===== src/rtl/pipe_control.sv =====
// Pipeline control for a classic five-stage core: ID decode, ID/EX -> EX/MEM -> MEM/WB
// control bundles, load-use and multiply-occupancy stalls, branch flush and jump detect.
module pipe_control #(
    parameter int unsigned REG_W     = 5,
    parameter int unsigned MD_CYCLES = 4
) (
    input  logic             clk,
    input  logic             rst_n,
    input  logic             id_valid,
    input  logic [5:0]       op,
    input  logic [5:0]       func,
    input  logic [REG_W-1:0] rs,
    input  logic [REG_W-1:0] rt,
    input  logic [REG_W-1:0] rd,
    input  logic             br_taken,
    output logic [3:0]       ex_ctrl,
    output logic [2:0]       mem_ctrl,
    output logic [1:0]       wb_ctrl,
    output logic [REG_W-1:0] ex_dst,
    output logic [REG_W-1:0] mem_dst,
    output logic [REG_W-1:0] wb_dst,
    output logic             jump,
    output logic             id_hold,
    output logic             flush,
    output logic             md_start
);

    localparam logic [3:0] MdLoad = 4'(MD_CYCLES - 1);

    // ID/EX carries all three bundles; later stages drop the parts already consumed.
    logic [3:0]       idex_ex_q,  idex_ex_d;
    logic [2:0]       idex_mem_q, idex_mem_d;
    logic [1:0]       idex_wb_q,  idex_wb_d;
    logic [REG_W-1:0] idex_dst_q, idex_dst_d;
    logic [2:0]       exmem_mem_q;
    logic [1:0]       exmem_wb_q;
    logic [REG_W-1:0] exmem_dst_q;
    logic [1:0]       memwb_wb_q;
    logic [REG_W-1:0] memwb_dst_q;
    logic [3:0]       md_cnt_q, md_cnt_d;
    logic             md_start_q, md_start_d;

    logic is_r, is_lw, is_sw, is_beq, is_bne, is_bgtz, is_j, is_jr, is_mult;
    logic is_andi, is_ori, is_addi, is_slti, is_imm, is_br, regwrite;
    logic [3:0]       dec_ex;
    logic [2:0]       dec_mem;
    logic [1:0]       dec_wb;
    logic [REG_W-1:0] dec_dst;
    logic             load_use, md_busy, bubble;

    always_comb begin
        is_r     = (op == 6'h00);
        is_lw    = (op == 6'h23);
        is_sw    = (op == 6'h2B);
        is_beq   = (op == 6'h04);
        is_bne   = (op == 6'h05);
        is_bgtz  = (op == 6'h07);
        is_j     = (op == 6'h02);
        is_jr    = is_r && (func == 6'h08);
        is_mult  = is_r && (func == 6'h18);
        is_andi  = (op == 6'h0C);
        is_ori   = (op == 6'h0D);
        is_addi  = (op == 6'h08);
        is_slti  = (op == 6'h0A);
        is_imm   = is_andi | is_ori | is_addi | is_slti;
        is_br    = is_beq | is_bne | is_bgtz;
        regwrite = (is_r & ~is_jr & ~is_mult) | is_lw | is_imm;

        dec_ex  = {is_r, is_lw | is_sw | is_imm, is_r | is_imm, is_br | is_imm};
        dec_mem = {is_br, is_lw, is_sw};
        dec_wb  = {is_lw, regwrite};
        dec_dst = regwrite ? (is_r ? rd : rt) : '0;
    end

    always_comb begin
        load_use = id_valid && idex_mem_q[1] && (idex_dst_q != '0) &&
                   ((idex_dst_q == rs) || (idex_dst_q == rt));
        md_busy  = (md_cnt_q != 4'd0);
        bubble   = ~id_valid | br_taken | load_use | md_busy;
        id_hold  = (load_use | md_busy) & ~br_taken;
        flush    = br_taken;
        jump     = id_valid & (is_j | is_jr) & ~br_taken & ~id_hold;

        idex_ex_d  = bubble ? 4'b0 : dec_ex;
        idex_mem_d = bubble ? 3'b0 : dec_mem;
        idex_wb_d  = bubble ? 2'b0 : dec_wb;
        idex_dst_d = bubble ? '0   : dec_dst;

        md_start_d = ~bubble & is_mult;
        // A branch squash leaves an already running multiply counting down.
        md_cnt_d   = md_cnt_q;
        if (md_start_d) begin
            md_cnt_d = MdLoad;
        end else if (md_busy) begin
            md_cnt_d = md_cnt_q - 4'd1;
        end
    end

    always_ff @(posedge clk or negedge rst_n) begin
        if (!rst_n) begin
            idex_ex_q   <= '0;
            idex_mem_q  <= '0;
            idex_wb_q   <= '0;
            idex_dst_q  <= '0;
            exmem_mem_q <= '0;
            exmem_wb_q  <= '0;
            exmem_dst_q <= '0;
            memwb_wb_q  <= '0;
            memwb_dst_q <= '0;
            md_cnt_q    <= '0;
            md_start_q  <= 1'b0;
        end else begin
            idex_ex_q   <= idex_ex_d;
            idex_mem_q  <= idex_mem_d;
            idex_wb_q   <= idex_wb_d;
            idex_dst_q  <= idex_dst_d;
            exmem_mem_q <= idex_mem_q;
            exmem_wb_q  <= idex_wb_q;
            exmem_dst_q <= idex_dst_q;
            memwb_wb_q  <= exmem_wb_q;
            memwb_dst_q <= exmem_dst_q;
            md_cnt_q    <= md_cnt_d;
            md_start_q  <= md_start_d;
        end
    end

    assign ex_ctrl  = idex_ex_q;
    assign mem_ctrl = exmem_mem_q;
    assign wb_ctrl  = memwb_wb_q;
    assign ex_dst   = idex_dst_q;
    assign mem_dst  = exmem_dst_q;
    assign wb_dst   = memwb_dst_q;
    assign md_start = md_start_q;

endmodule

===== config.mk =====
export PLATFORM = sky130hd
export DESIGN_NAME = pipe_control
export DESIGN_NICKNAME = d
export VERILOG_FILES = /design/src/rtl/pipe_control.sv
export SDC_FILE = /design/constraint.sdc
export NUM_CORES = 1
export LEC_CHECK = 0
export ABC_AREA = 0
export CELL_PAD_IN_SITES_DETAIL_PLACEMENT = 2
export CELL_PAD_IN_SITES_GLOBAL_PLACEMENT = 2
export CORE_MARGIN = 2
export CORE_UTILIZATION = 27
export CTS_BUF_LIST = sky130_fd_sc_hd__clkbuf_2
export CTS_CLUSTER_DIAMETER = 50
export DETAILED_ROUTE_END_ITERATION = 16
export PLACE_DENSITY_LB_ADDON = 0.1
export SYNTH_ARGS = -nofsm -noshare
export SYNTH_HDL_FRONTEND = slang
export SYNTH_SLANG_ARGS = --single-unit

===== constraint.sdc =====
create_clock -name clk -period 2.6 [get_ports clk]
set_clock_uncertainty 0.1 [all_clocks]
set_input_delay 0.78 -clock clk [delete_from_list [all_inputs] [get_ports clk]]
set_output_delay 0.78 -clock clk [all_outputs]
set_load 0.01 [all_outputs]

==> impl_results.md <==
* Outcome: finished, violations left
* Failing checks: negative setup slack
* Post-synthesis simple-gate area fraction at 18.1%
* TritonCTS clock tree: done
* Routed vias at 1347
* Ports at 59
* Initial DRC count at 12
* CTS Root Cell: clkbuf_2
* Drt drc at 0
* Core area at 5170 sq um
* GRT Total Usage at 17.8%
* Register area at 851 sq um
* Filler cell count at 527
* Complex-gate fraction of the synthesized area at 8.59%
* Pre-antenna DRT Iters at 4
* Clock Latency Late Sink at 0.35 ns
* Final WL at 5000 microns
* HPWL Detailed at 3930 microns
* Combinational power share at 30.4%
* Clock sinks at 34
* Int Power at 822 uW
* Starting Density at 28.4%
* RSZ-0062 raised after global routing: yes
* Routed WL per cell at 16.9 microns
* Tightest Pin Transition at 0.432 ns
* Synth unique cells at 37
* F_max at 0.333 GHz
* Sw power at 350 uW
* Worst setup SP type: primary input
* Port buffer count at 58
* Switching share of power at 29.8%
* Multiplexer share of the synthesized area at 4.76%
* Final Hold Viols at 0
* CP Capture Type: output pin
* ANT nets after route at 0
* Worst slew margin at 71.2%
* Worst Path Required at 1.72 ns
* Worst Slack Setup Final at -0.404 ns
* Fin nets at 257
* FF-to-FF setup slack at 0.41 ns
* Total Neg Setup Slack at -0.755 ns
* WL met3 at 168 microns
* Period utilization at 116%
* Layout cells sized above 1 at 31.9%
* Die ar. at 6060 sq um
* First-pass GRT wire length at 8270 microns
* Pwr Density at 462 nW/um^2
* Clock buffer depth at 2
* CP top delay family: buffers and inverters
* Die X at 77.8 microns
* Area of the multi-input gates at 639 sq um
* Ys async rst share at 100%
* Placed cell area at 2410 sq um
* Max rail drop VDD at 0.000168 V
* Synthesized area per cell at 12.1 sq um
* Routed wl met2 at 2950 microns
* Mapped Area at 1470 sq um
* CP Max Fanout at 2
* Vert. Die Dim at 77.8 microns
* Clock transition at path regs at 0.17 ns
* Largest family of logic cells by synthesized area: simple AND/OR/NAND/NOR gates
* # H-tree levels at 2
* Number of global-route vias before repair at 1649
* Wl on met1 at 1830 microns
* Post-Synth Adder-Cell Area at 0.850%
* Sequential Power Share at 49.5%
* Fin crit period at 3.00 ns
* Gr ovfl total at 0
* Maximum Capacitance Violations at 0
* Layout Utilization at 49.1%
* CP arrival at 2.12 ns
* Sequential-to-total area share from yosys stat at 57.8%
* Number of antenna diodes at 0
* Critical Path Slowest Stage Cell: a22oi_2
* CTS Buf Count at 5
* Final GP Congestion at 0.887
* Cells after synthesis at 122
* CP Cell Sequence: dlygate4sd2_1, xor2_1, nor3_2, a22oi_2, nor2_4, buf_6, nor4_4, buf_2
* Fin area at 2540 sq um
* P_leak at 0.00117 uW
* Clock power share at 20.1%
* Syn_nets at 154
* Initial antenna violation count at 0
* Syn-to-layout area delta at 72.5%
* Std-Cell Rows at 26
* Synth Register Bits at 34
* Post-synth EDFFs at 0
* Non-Filler Instances at 296
* Max layer used: met4
* Synth Area in XOR/XNOR at 5.95%
* WP buf/inv at 3
* Top FF cell, synth: dfrtp_1
* Worst path max stage delay at 0.25 ns
* Inst Count DP at 283
* Final Setup Violations at 2
* Crit Path Category: in2out
* Synth Warn # at 0
* Largest net degree at the start of global routing at 35
* Final Max Slew Viols at 0
* Cts hold-fix bufs at 0
* Via/cell ratio at 4.55
* Hold Path Class: reg2reg
path summary, 6_finish.rpt:
kind	depth (start not counted)	endpoint	from
max reg2reg	11	idex_wb_q[0]	ex_dst[3]
max in group asynchronous	2	mem_ctrl[1]	rst_n
min	0	wb_ctrl[0]	exmem_wb_q[0]
max	8	jump	rs[4]
min reg2reg	0	wb_ctrl[0]	exmem_wb_q[0]
min in group asynchronous	2	ex_dst[0]	rst_n
metrics by stage:
step           hold slack (ns)  setup slack (ns)  total power, uW
2_1_floorplan            0.231            0.0224              741
3_3_place_gp             0.232             -1.09              922
3_5_place_dp             0.238             -1.08              953
4_1_cts                  0.273            -0.438             1190
5_1_grt                  0.289            -0.527             1260
6_report                 0.273            -0.404             1170
per-layer routing:
| layer | vias to the layer above | global-route usage [%] |
|---|---|---|
| met5 | - | 0 |
| met4 | 0 | 6.25 |
| met3 | 4 | 3.49 |
| met2 | 39 | 34.9 |
| met1 | 675 | 18.5 |
| li1 | 629 | - |
state kept, by name, summed over array words and instances (netlist names), 2 cells and up:
| name | flops |
|---|---|
| ex_ctrl | 4 |
| ex_dst | 5 |
| idex_mem_q | 3 |
| md_cnt_q | 4 |
| mem_ctrl | 3 |
| mem_dst | 5 |
| wb_ctrl | 2 |
| wb_dst | 5 |
power groups by stage:
stage          registers, uW  clock network (uW)  logic [uW]
2_1_floorplan            594                   0         147
3_3_place_gp             587                   0         335
3_5_place_dp             591                   0         362
4_1_cts                  581                 248         359
5_1_grt                  586                 276         403
6_report                 580                 236         357
worst register-to-register path, cell delays in order (launching register included):
cell	delay, ns
dfrtp_1	0.42
buf_4	0.13
buf_4	0.15
xor2_2	0.14
nor2_1	0.18
a22oi_2	0.14
buf_4	0.15
buf_4	0.13
o21ai_1	0.16
buf_4	0.20
buf_12	0.14
nor2_1	0.06
cells by family after synthesis:
| family | Yosys count |
|---|---|
| AOI/OAI and AO/OA | 16 |
| buffers and inverters | 11 |
| and+or+nand+nor | 43 |
| adders and majority gates | 1 |
| xor gates and xnor gates | 10 |
| muxes | 7 |
| DFF | 34 |
cell usage after synthesis (2+ instances only):
cell type | number | area (sq um)
nand3_1 | 2 | 10.0
nand2_1 | 4 | 15.0
mux2i_1 | 7 | 70.1
a22oi_1 | 2 | 15.0
nor3_2 | 5 | 50.1
or4_1 | 3 | 22.5
nor3_1 | 6 | 30.0
nand2b_1 | 2 | 12.5
inv_1 | 5 | 18.8
buf_4 | 2 | 15.0
o211ai_2 | 2 | 25.0
dfrtp_1 | 34 | 851
nor2_1 | 11 | 41.3
nor4_1 | 3 | 18.8
a21oi_1 | 3 | 15.0
xor2_1 | 10 | 87.6
layout make-up:
cell class | instances | area share (%)
Inverter | 6 | 0.887
Timing Repair Buffer | 101 | 35.4
Sequential cell | 34 | 33.5
Tap cell | 70 | 3.45
Clock buffer | 6 | 1.18
Multi-Input combinational cell | 77 | 25.2
Clock inverter | 2 | 0.345
timing repair:
action,in CTS,in global routing
pin swaps,13,5
buffers inserted,4,1
gates resized for setup,25,8
endpoints found under the setup margin,3,2
hold endpoints to repair,0,0
cloned,0,0
placed cells by master (no fill, tap or decap), drive strengths merged:
cell type	n
a211oi	1
a21o	1
a21oi	3
a22oi	3
and3	1
buf	45
clkbuf	6
clkdlybuf4s50	45
clkinv	2
dfrtp	34
dlygate4sd2	11
ha	1
inv	6
mux2i	7
nand2	4
nand2b	2
nand3	2
nand3b	1
nor2	11
nor2b	1
nor3	11
nor3b	1
nor4	4
o2111ai	1
o211ai	2
o21a	1
o21ai	2
o22a	1
o31a	1
or3	2
or4	3
xor2	10
Power figures use the tool's default switching activity.
